## config.mk

```make
export PLATFORM = sky130hd
export DESIGN_NAME = grid_cursor_renderer
export DESIGN_NICKNAME = d
export VERILOG_FILES = /design/src/rtl/grid_cursor_renderer.sv
export SDC_FILE = /design/constraint.sdc
export NUM_CORES = 1
export LEC_CHECK = 0
export CAP_MARGIN = 10
export CORE_MARGIN = 2
export CORE_UTILIZATION = 25
export DETAILED_ROUTE_END_ITERATION = 10
export SYNTH_ARGS = -nofsm -noshare
export SYNTH_HDL_FRONTEND = slang
export SYNTH_SLANG_ARGS = --single-unit
```

## constraint.sdc

```tcl
create_clock -name CLK82MHZ -period 3.8 [get_ports CLK82MHZ]
set_input_delay 1.14 -clock CLK82MHZ [delete_from_list [all_inputs] [get_ports CLK82MHZ]]
set_output_delay 1.14 -clock CLK82MHZ [all_outputs]
set_load 0.02 [all_outputs]
```

## src/rtl/grid_cursor_renderer.sv

```systemverilog
// Grid renderer with a registered cursor and a per-cell mark bitmap.
// The pixel colour is registered two clocks after the coordinates arrive.
module grid_cursor_renderer #(
   parameter int          COLS         = 6,
   parameter int          ROWS         = 4,
   parameter int          CELL_W       = 100,
   parameter int          CELL_H       = 100,
   parameter int          X0           = 212,
   parameter int          Y0           = 184,
   parameter int          WRAP         = 1,
   parameter logic [11:0] LINE_COLOR   = 12'h000,
   parameter logic [11:0] BG_COLOR     = 12'hFFF,
   parameter logic [11:0] CURSOR_COLOR = 12'hF00,
   parameter logic [11:0] MARK_COLOR   = 12'h0F0,
   localparam int         CXW          = (COLS > 1) ? $clog2(COLS) : 1,
   localparam int         CYW          = (ROWS > 1) ? $clog2(ROWS) : 1
) (
   input  logic                 CLK82MHZ,
   input  logic                 CPU_RESETN,
   input  logic [10:0]          hc_visible,
   input  logic [10:0]          vc_visible,
   input  logic                 move_up,
   input  logic                 move_down,
   input  logic                 move_left,
   input  logic                 move_right,
   input  logic                 toggle,
   input  logic                 clear,
   output logic [CXW-1:0]       cursor_x,
   output logic [CYW-1:0]       cursor_y,
   output logic [COLS*ROWS-1:0] marks,
   output logic [11:0]          pix_color,
   output logic                 pix_in_grid
);

   localparam int NCELL = COLS * ROWS;
   localparam int MW    = (NCELL > 1) ? $clog2(NCELL) : 1;
   localparam int XW    = $clog2(CELL_W);
   localparam int YW    = $clog2(CELL_H);
   localparam int X_END = X0 + COLS * CELL_W;
   localparam int Y_END = Y0 + ROWS * CELL_H;

   localparam logic [CXW-1:0] COL_LAST  = CXW'(COLS - 1);
   localparam logic [CYW-1:0] ROW_LAST  = CYW'(ROWS - 1);
   localparam logic [CXW-1:0] COL_ONE   = CXW'(1);
   localparam logic [CYW-1:0] ROW_ONE   = CYW'(1);
   localparam logic [XW-1:0]  XOFF_LAST = XW'(CELL_W - 1);
   localparam logic [YW-1:0]  YOFF_LAST = YW'(CELL_H - 1);
   localparam logic [XW-1:0]  XOFF_ONE  = XW'(1);
   localparam logic [YW-1:0]  YOFF_ONE  = YW'(1);

   logic [CXW-1:0]   cursor_x_next;
   logic [CYW-1:0]   cursor_y_next;
   logic [NCELL-1:0] marks_next;
   logic [MW-1:0]    cursor_idx;

   logic             in_x, in_y, x_first, y_first;
   logic [CXW-1:0]   col, col_next;
   logic [CYW-1:0]   row, row_next;
   logic [XW-1:0]    xoff, xoff_next;
   logic [YW-1:0]    yoff, yoff_next;
   logic             line_next, blank_next;
   logic             s1_in_grid, s1_line, s1_blank;
   logic [MW-1:0]    cell_idx;
   logic [11:0]      color_next;

   // Edge handling compares against the last index explicitly so that
   // non-power-of-two grids never rely on counter overflow.
   always_comb begin
      cursor_x_next = cursor_x;
      if (move_right && !move_left) begin
         if (cursor_x == COL_LAST) cursor_x_next = (WRAP != 0) ? '0 : cursor_x;
         else                      cursor_x_next = cursor_x + COL_ONE;
      end else if (move_left && !move_right) begin
         if (cursor_x == '0) cursor_x_next = (WRAP != 0) ? COL_LAST : cursor_x;
         else                cursor_x_next = cursor_x - COL_ONE;
      end

      cursor_y_next = cursor_y;
      if (move_down && !move_up) begin
         if (cursor_y == ROW_LAST) cursor_y_next = (WRAP != 0) ? '0 : cursor_y;
         else                      cursor_y_next = cursor_y + ROW_ONE;
      end else if (move_up && !move_down) begin
         if (cursor_y == '0) cursor_y_next = (WRAP != 0) ? ROW_LAST : cursor_y;
         else                cursor_y_next = cursor_y - ROW_ONE;
      end
   end

   assign cursor_idx = MW'(int'(cursor_y) * COLS + int'(cursor_x));

   always_comb begin
      marks_next = marks;
      if (clear)       marks_next = '0;
      else if (toggle) marks_next[cursor_idx] = ~marks[cursor_idx];
   end

   assign in_x    = (int'(hc_visible) > X0) && (int'(hc_visible) <= X_END);
   assign in_y    = (int'(vc_visible) > Y0) && (int'(vc_visible) <= Y_END);
   assign x_first = (int'(hc_visible) == X0 + 1);
   assign y_first = (int'(vc_visible) == Y0 + 1);

   // Row counters only advance on the first grid pixel of each line.
   always_comb begin
      col_next  = col;
      xoff_next = xoff;
      row_next  = row;
      yoff_next = yoff;
      if (x_first) begin
         col_next  = '0;
         xoff_next = '0;
         if (y_first) begin
            row_next  = '0;
            yoff_next = '0;
         end else if (in_y) begin
            if (yoff == YOFF_LAST) begin
               yoff_next = '0;
               row_next  = row + ROW_ONE;
            end else begin
               yoff_next = yoff + YOFF_ONE;
            end
         end
      end else if (in_x) begin
         if (xoff == XOFF_LAST) begin
            xoff_next = '0;
            col_next  = col + COL_ONE;
         end else begin
            xoff_next = xoff + XOFF_ONE;
         end
      end
   end

   assign line_next  = (xoff_next == '0) || (yoff_next == '0) ||
                       (int'(hc_visible) == X_END) || (int'(vc_visible) == Y_END);
   assign blank_next = (hc_visible == 11'd0) || (vc_visible == 11'd0);
   assign cell_idx   = MW'(int'(row) * COLS + int'(col));

   always_comb begin
      color_next = BG_COLOR;
      if (s1_blank)                                color_next = 12'h000;
      else if (!s1_in_grid)                        color_next = BG_COLOR;
      else if (s1_line)                            color_next = LINE_COLOR;
      else if (col == cursor_x && row == cursor_y) color_next = CURSOR_COLOR;
      else if (marks[cell_idx])                    color_next = MARK_COLOR;
   end

   always_ff @(posedge CLK82MHZ or negedge CPU_RESETN) begin
      if (!CPU_RESETN) begin
         cursor_x    <= '0;
         cursor_y    <= '0;
         marks       <= '0;
         col         <= '0;
         row         <= '0;
         xoff        <= '0;
         yoff        <= '0;
         s1_in_grid  <= 1'b0;
         s1_line     <= 1'b0;
         s1_blank    <= 1'b0;
         pix_color   <= 12'h000;
         pix_in_grid <= 1'b0;
      end else begin
         cursor_x    <= cursor_x_next;
         cursor_y    <= cursor_y_next;
         marks       <= marks_next;
         col         <= col_next;
         row         <= row_next;
         xoff        <= xoff_next;
         yoff        <= yoff_next;
         s1_in_grid  <= in_x && in_y;
         s1_line     <= line_next;
         s1_blank    <= blank_next;
         pix_color   <= color_next;
         pix_in_grid <= s1_in_grid;
      end
   end

endmodule
```

After elaboration in Yosys (flattened, before gate mapping)
Cells that the tools add are included.
{"block": "word_totals", "ff_bits": 64, "latchBits": 0, "mem_bits_rw": 0, "romBits": 0, "in_bits": 30, "output_inout_bits": 42, "elab_cells": 109, "memories": 0}
{"block": "classes", "n_addsub": 10, "multipliers": 2, "n_div": 0, "n_lt_le_gt_ge": 7, "eq_ne": 10, "n_shift": 0, "mux": 35, "n_bitwise": 1, "n_reduce_logical": 32}
{"operator": "$mux 12", "n": 5}
{"operator": "$mux 7", "n": 7}
{"operator": "$mux 24", "n": 2}
{"operator": "$bwmux 24", "n": 1}
{"operator": "$eq 11x11->1 const B", "n": 2}
{"operator": "$eq 11x9->1 const B", "n": 2}
{"operator": "$gt 11x8->1 const B", "n": 2}
{"operator": "$le 11x10->1 const B", "n": 2}
{"operator": "$logic_not 11->1", "n": 2}
{"operator": "$mux 3", "n": 7}
{"operator": "$add 7x1->7 const B", "n": 2}
{"operator": "$eq 7x7->1 const B", "n": 2}
{"operator": "$logic_not 7->1", "n": 2}
{"operator": "$mux 2", "n": 7}
{"operator": "$reduce_bool 2->1", "n": 7}
{"operator": "$lt 5x6->1 const B", "n": 2}
{"operator": "$add 5x3->5", "n": 2}
{"operator": "$bmux 1 s5", "n": 2}
{"operator": "$logic_and 1x1->1", "n": 9}
{"operator": "$mul 2x2->4 const B", "n": 2}
{"operator": "$add 3x1->3 const B", "n": 2}
{"operator": "$demux 1 s5", "n": 1}
{"operator": "$ge 5x1->1 const B", "n": 1}
{"operator": "$add 2x1->2 const B", "n": 2}
{"operator": "14 further kinds", "n": 22}

Logic depth before layout (Yosys ltp)
{"block": "depth", "ltp_word": 9, "ltp_mapped": 12, "mapped_depth_nobuf": 11}

Worst setup path after synthesis
OpenSTA, ideal clock, no wires.
{"block": "synth_path", "path_type": "input to register", "startpoint": "input port hc_visible[3]", "endpoint": "register s1_line", "setup_ns": 0.131, "arrival_ns": 2.729, "required_time_ns": 3.669, "setup_slack_ns": 0.940, "path_stages": 8, "path_buffers": 1, "path_cell_list": "and4bb_1 -> and3_1 -> o31a_1 -> or2_1 -> buf_6 -> or3_1 -> a31oi_1 -> o31ai_2"}
{"block": "synth_between", "elab_chain_len": 8, "word_cells_on_any_way": 13, "classes_between": "2 x order compare; 2 x eq/ne; 3 x mux; 6 x reduce/logical"}
{"element": "start: declaration", "line": "20", "rtl": "input logic [10:0] hc_visible,"}
{"element": "$gt 11x8->1 / $le 11x10->1 (equally long branches)", "line": "96", "rtl": "assign in_x = (int'(hc_visible) > X0) && (int'(hc_visible) <= X_END);"}
{"element": "$logic_and 1x1->1", "line": "96"}
{"element": "$mux 7", "line": "121", "rtl": "end else if (in_x) begin"}
{"element": "$mux 7", "line": "107", "rtl": "if (x_first) begin"}
{"element": "$logic_not 7->1", "line": "131", "rtl": "assign line_next = (xoff_next == '0) || (yoff_next == '0) ||"}
{"element": "$logic_or 1x1->1", "line": "131"}
{"element": "$logic_or 1x1->1 (*)", "line": "131"}
{"element": "$logic_or 1x1->1 (*)", "line": "132", "rtl": "(int'(hc_visible) == X_END) || (int'(vc_visible) == Y_END);"}
{"element": "net line_next", "line": "61", "rtl": "logic line_next, blank_next;"}
{"element": "end signal: assignment", "line": "168", "rtl": "s1_line <= line_next;"}
{"element": "end: declaration", "line": "62", "rtl": "logic s1_in_grid, s1_line, s1_blank;"}
Mark *: on every way through the listed nets, which the timed path passes. The rest lies on a longest branch.
A chain may end at the register's enable or synchronous reset.

Final worst setup path
{"block": "layout_path", "startpoint": "input port vc_visible[3]", "endpoint": "register s1_line"}
{"block": "layout_between", "elab_chain_len": 9, "word_cells_on_any_way": 12, "classes_between": "2 x order compare; 2 x eq/ne; 3 x mux; 5 x reduce/logical"}
{"element": "start: declaration", "line": "21", "rtl": "input logic [10:0] vc_visible,"}
{"element": "$gt 11x8->1 / $le 11x10->1 (equally long branches)", "line": "97", "rtl": "assign in_y = (int'(vc_visible) > Y0) && (int'(vc_visible) <= Y_END);"}
{"element": "$logic_and 1x1->1", "line": "97"}
{"element": "$mux 7", "line": "113", "rtl": "end else if (in_y) begin"}
{"element": "$mux 7", "line": "110", "rtl": "if (y_first) begin"}
{"element": "$mux 7", "line": "107"}
{"element": "$logic_not 7->1", "line": "131"}
{"element": "$logic_or 1x1->1 (2 in a row)", "line": "131"}
{"element": "$logic_or 1x1->1 (*)", "line": "132"}
{"element": "net line_next", "line": "61"}
Marks and branches as above.

==> run summary <==
Area of the die: 16,400 sq um
Most common cell after layout, fill and taps aside: clkdlybuf4s50_1
Hold WC Path Type: flip-flop to flip-flop
Seq/Total Area, Yosys: 35.77%
Tcrit/Tclk final: 85.62%
FF+latch count, synth: 55
Worst Setup Start Kind: input pin
Clk slew on worst S/H paths: 70 ps
Placement Setup Slack: 312.2 ps
Synth Cell Area: 3847 sq um
Final GP Congestion: 0.8635
Worst slew pin tran: 948.1 ps
EDFF count, synth: 0
# resized after CTS: 0
Grt total ovfl: 0
Setup ws final: 546.6 ps
RSZ-0062 raised after global routing: false
Root buf cell: clkbuf_16
Cells after Synth: 424
H-tree depth: 2
Pin count of the biggest net entering global routing: 41
Fillers: 1,531
Num CTS Buffers: 5
Die height: 128.1 um
Placed cells: 664
Crit path DAT: 3430 ps
Layout cells sized above 1: 7.438%
First-pass GRT wire length: 16,920 um
Final setup vio count: 0
ANT cells: 0
Antenna viol nets, final: 0
P per Cell Area: 573.9 nW/um^2
CTS Buffer Depth: 2
Cell leakage power: 2.010 nW
Via density per instance: 5.182
Clock sink count: 55
Yosys cell types: 63
Hold Vio Cnt, Final: 0
Peak supply drop: 234.7 uV
Syn nets: 471
DR WL/cell: 15.10 um
Area growth syn-to-layout: 26.31%
Tmin final: 3253 ps
I/O Buffers: 71
Crit Path Category: input pin to flip-flop
Worst Path Required: 3970 ps
Asr flop ratio synth: 100.0%
Number of cell rows: 45
Final wirelength: 10,150 um
Hold Buf Count CTS: 0
Initial antenna violation count: 0
DPL Wire Length: 7934 um
Fin Setup TNS: 0 ps
CP endpoint kind: flip-flop
Total Routing Usage GR: 12.70%
I/O pins: 72
Fmax: 0.3074 GHz
DR pass1 iterations: 4
Non-filler cells, final: 672
DRC: 0
Most frequent cells in the layout: 70 x clkdlybuf4s50_1, 55 x dfrtp_1, 54 x nor2_1, 42 x nand2_1, 33 x a21oi_1
Starting DRT DRC Count: 238
Clk_lat worst skew: 300 ps
Post-Route Skew: 12.34 ps
Core Region: 15,150 sq um
Status: complete, no violations
Die Wd: 128.1 um
Final net count: 530
Max cap viols: 0
Syn_area_per_cell: 9.074 sq um
Total power: 2.789 mW
Worst relative slew slack: 36.79%
CP Max Fanout: 6
Vias: 3,482
Top FF cell, synth: dfrtp_1
CTS tree: built
Synth warn: 0
Postcts setup bufs: 0
Vias in the first global route: 3,372
Initial core utilization: 25.40%
Pins Over Slew Limit: 0
power by group:
part / internal (mW) / total [mW] / switching, mW
clock network: 0.314 / 0.535 / 0.222
registers: 0.694 / 0.888 / 0.194
logic: 0.572 / 1.37 / 0.795
total: 1.58 / 2.79 / 1.21
critical path, cell delays in order:
cell	delay, ps
clkdlybuf4s50_1	450
o311a_1	360
or3_1	330
a21oi_1	460
a32o_1	260
nor3_1	60
a41oi_1	260
o31ai_2	100
final cells by class:
| type | instances | area [sq um] | area share (%) |
|---|---|---|---|
| clock buffer | 5 | 125.1 | 2.575 |
| clock inverter | 3 | 46.29 | 0.9526 |
| inverter | 18 | 67.56 | 1.390 |
| multi-input combinational | 327 | 2266 | 46.63 |
| sequential | 55 | 1376 | 28.32 |
| tap | 188 | 235.2 | 4.840 |
| timing repair buffer | 76 | 743.2 | 15.29 |
state kept, by name, summed over array words and instances, names as in the netlist:
register,cells
s1_in_grid,1
s1_line,1
col,3
cursor_y,2
pix_in_grid,1
row,2
yoff,7
s1_blank,1
marks,24
pix_color,3
cursor_x,3
xoff,7
worst paths after layout:
check	from	endpoint	slack [ps]	cells past startpoint
max	vc_visible[3]	s1_line	550	8
max reg2reg	cursor_y[0]	marks[22]	650	10
min in group asynchronous	CPU_RESETN	marks[20]	980	1
max in group asynchronous	CPU_RESETN	xoff[6]	2120	2
min reg2reg	s1_blank	pix_color[10]	430	1
min	s1_blank	pix_color[10]	430	1
stage by stage:
stage	area, sq um	utilization (%)	hold WS, ps
global route	4860	32.09	461.5
CTS	4860	32.09	435.7
global placement	4688	30.95	425.1
floorplan	3847	-	394.3
detailed placement	4688	30.95	423.8
finish	4860	32.09	428.6
per-layer routing:
metal	up-vias	wire, um	share of wire, %	track usage, %
met5	-	0	0	0
met1	1686	4605	45	16.83
met3	15	544	5.4	2.295
met2	112	4870	48	21.48
met4	0	127	1.3	3.232
li1	1669	-	-	-
cell usage after synthesis (3+ instances only):
cell type / instances / share of area (%)
a211oi_1: 3 / 0.59
a21oi_1: 33 / 4.3
a41oi_1: 3 / 0.68
and3_1: 7 / 1.1
and4_1: 4 / 0.91
buf_2: 5 / 0.65
buf_4: 9 / 1.8
clkbuf_1: 9 / 0.88
dfrtp_1: 55 / 36
ha_1: 15 / 4.9
inv_1: 18 / 1.8
mux2i_1: 17 / 4.4
mux4_2: 13 / 7.6
nand2_1: 42 / 4.1
nand3_1: 18 / 2.3
nand4_1: 9 / 1.5
nor2_1: 54 / 5.3
nor3_1: 12 / 1.6
nor4_1: 4 / 0.65
o21ai_0: 17 / 2.2
o21ai_1: 3 / 0.39
o31ai_1: 5 / 0.98
or2_2: 3 / 0.49
or3_1: 5 / 0.81
xnor2_1: 8 / 1.8
xor2_1: 6 / 1.4
logic make-up after synthesis:
kind of cell / synth area share [%]
simple gates: 21.79
fa+ha+maj: 5.919
compound gates: 15.97
flops: 35.77
mux: 12.03
buf+inv: 5.333
xor+xnor: 3.187
No activity file was read; power rests on OpenSTA's default activity.
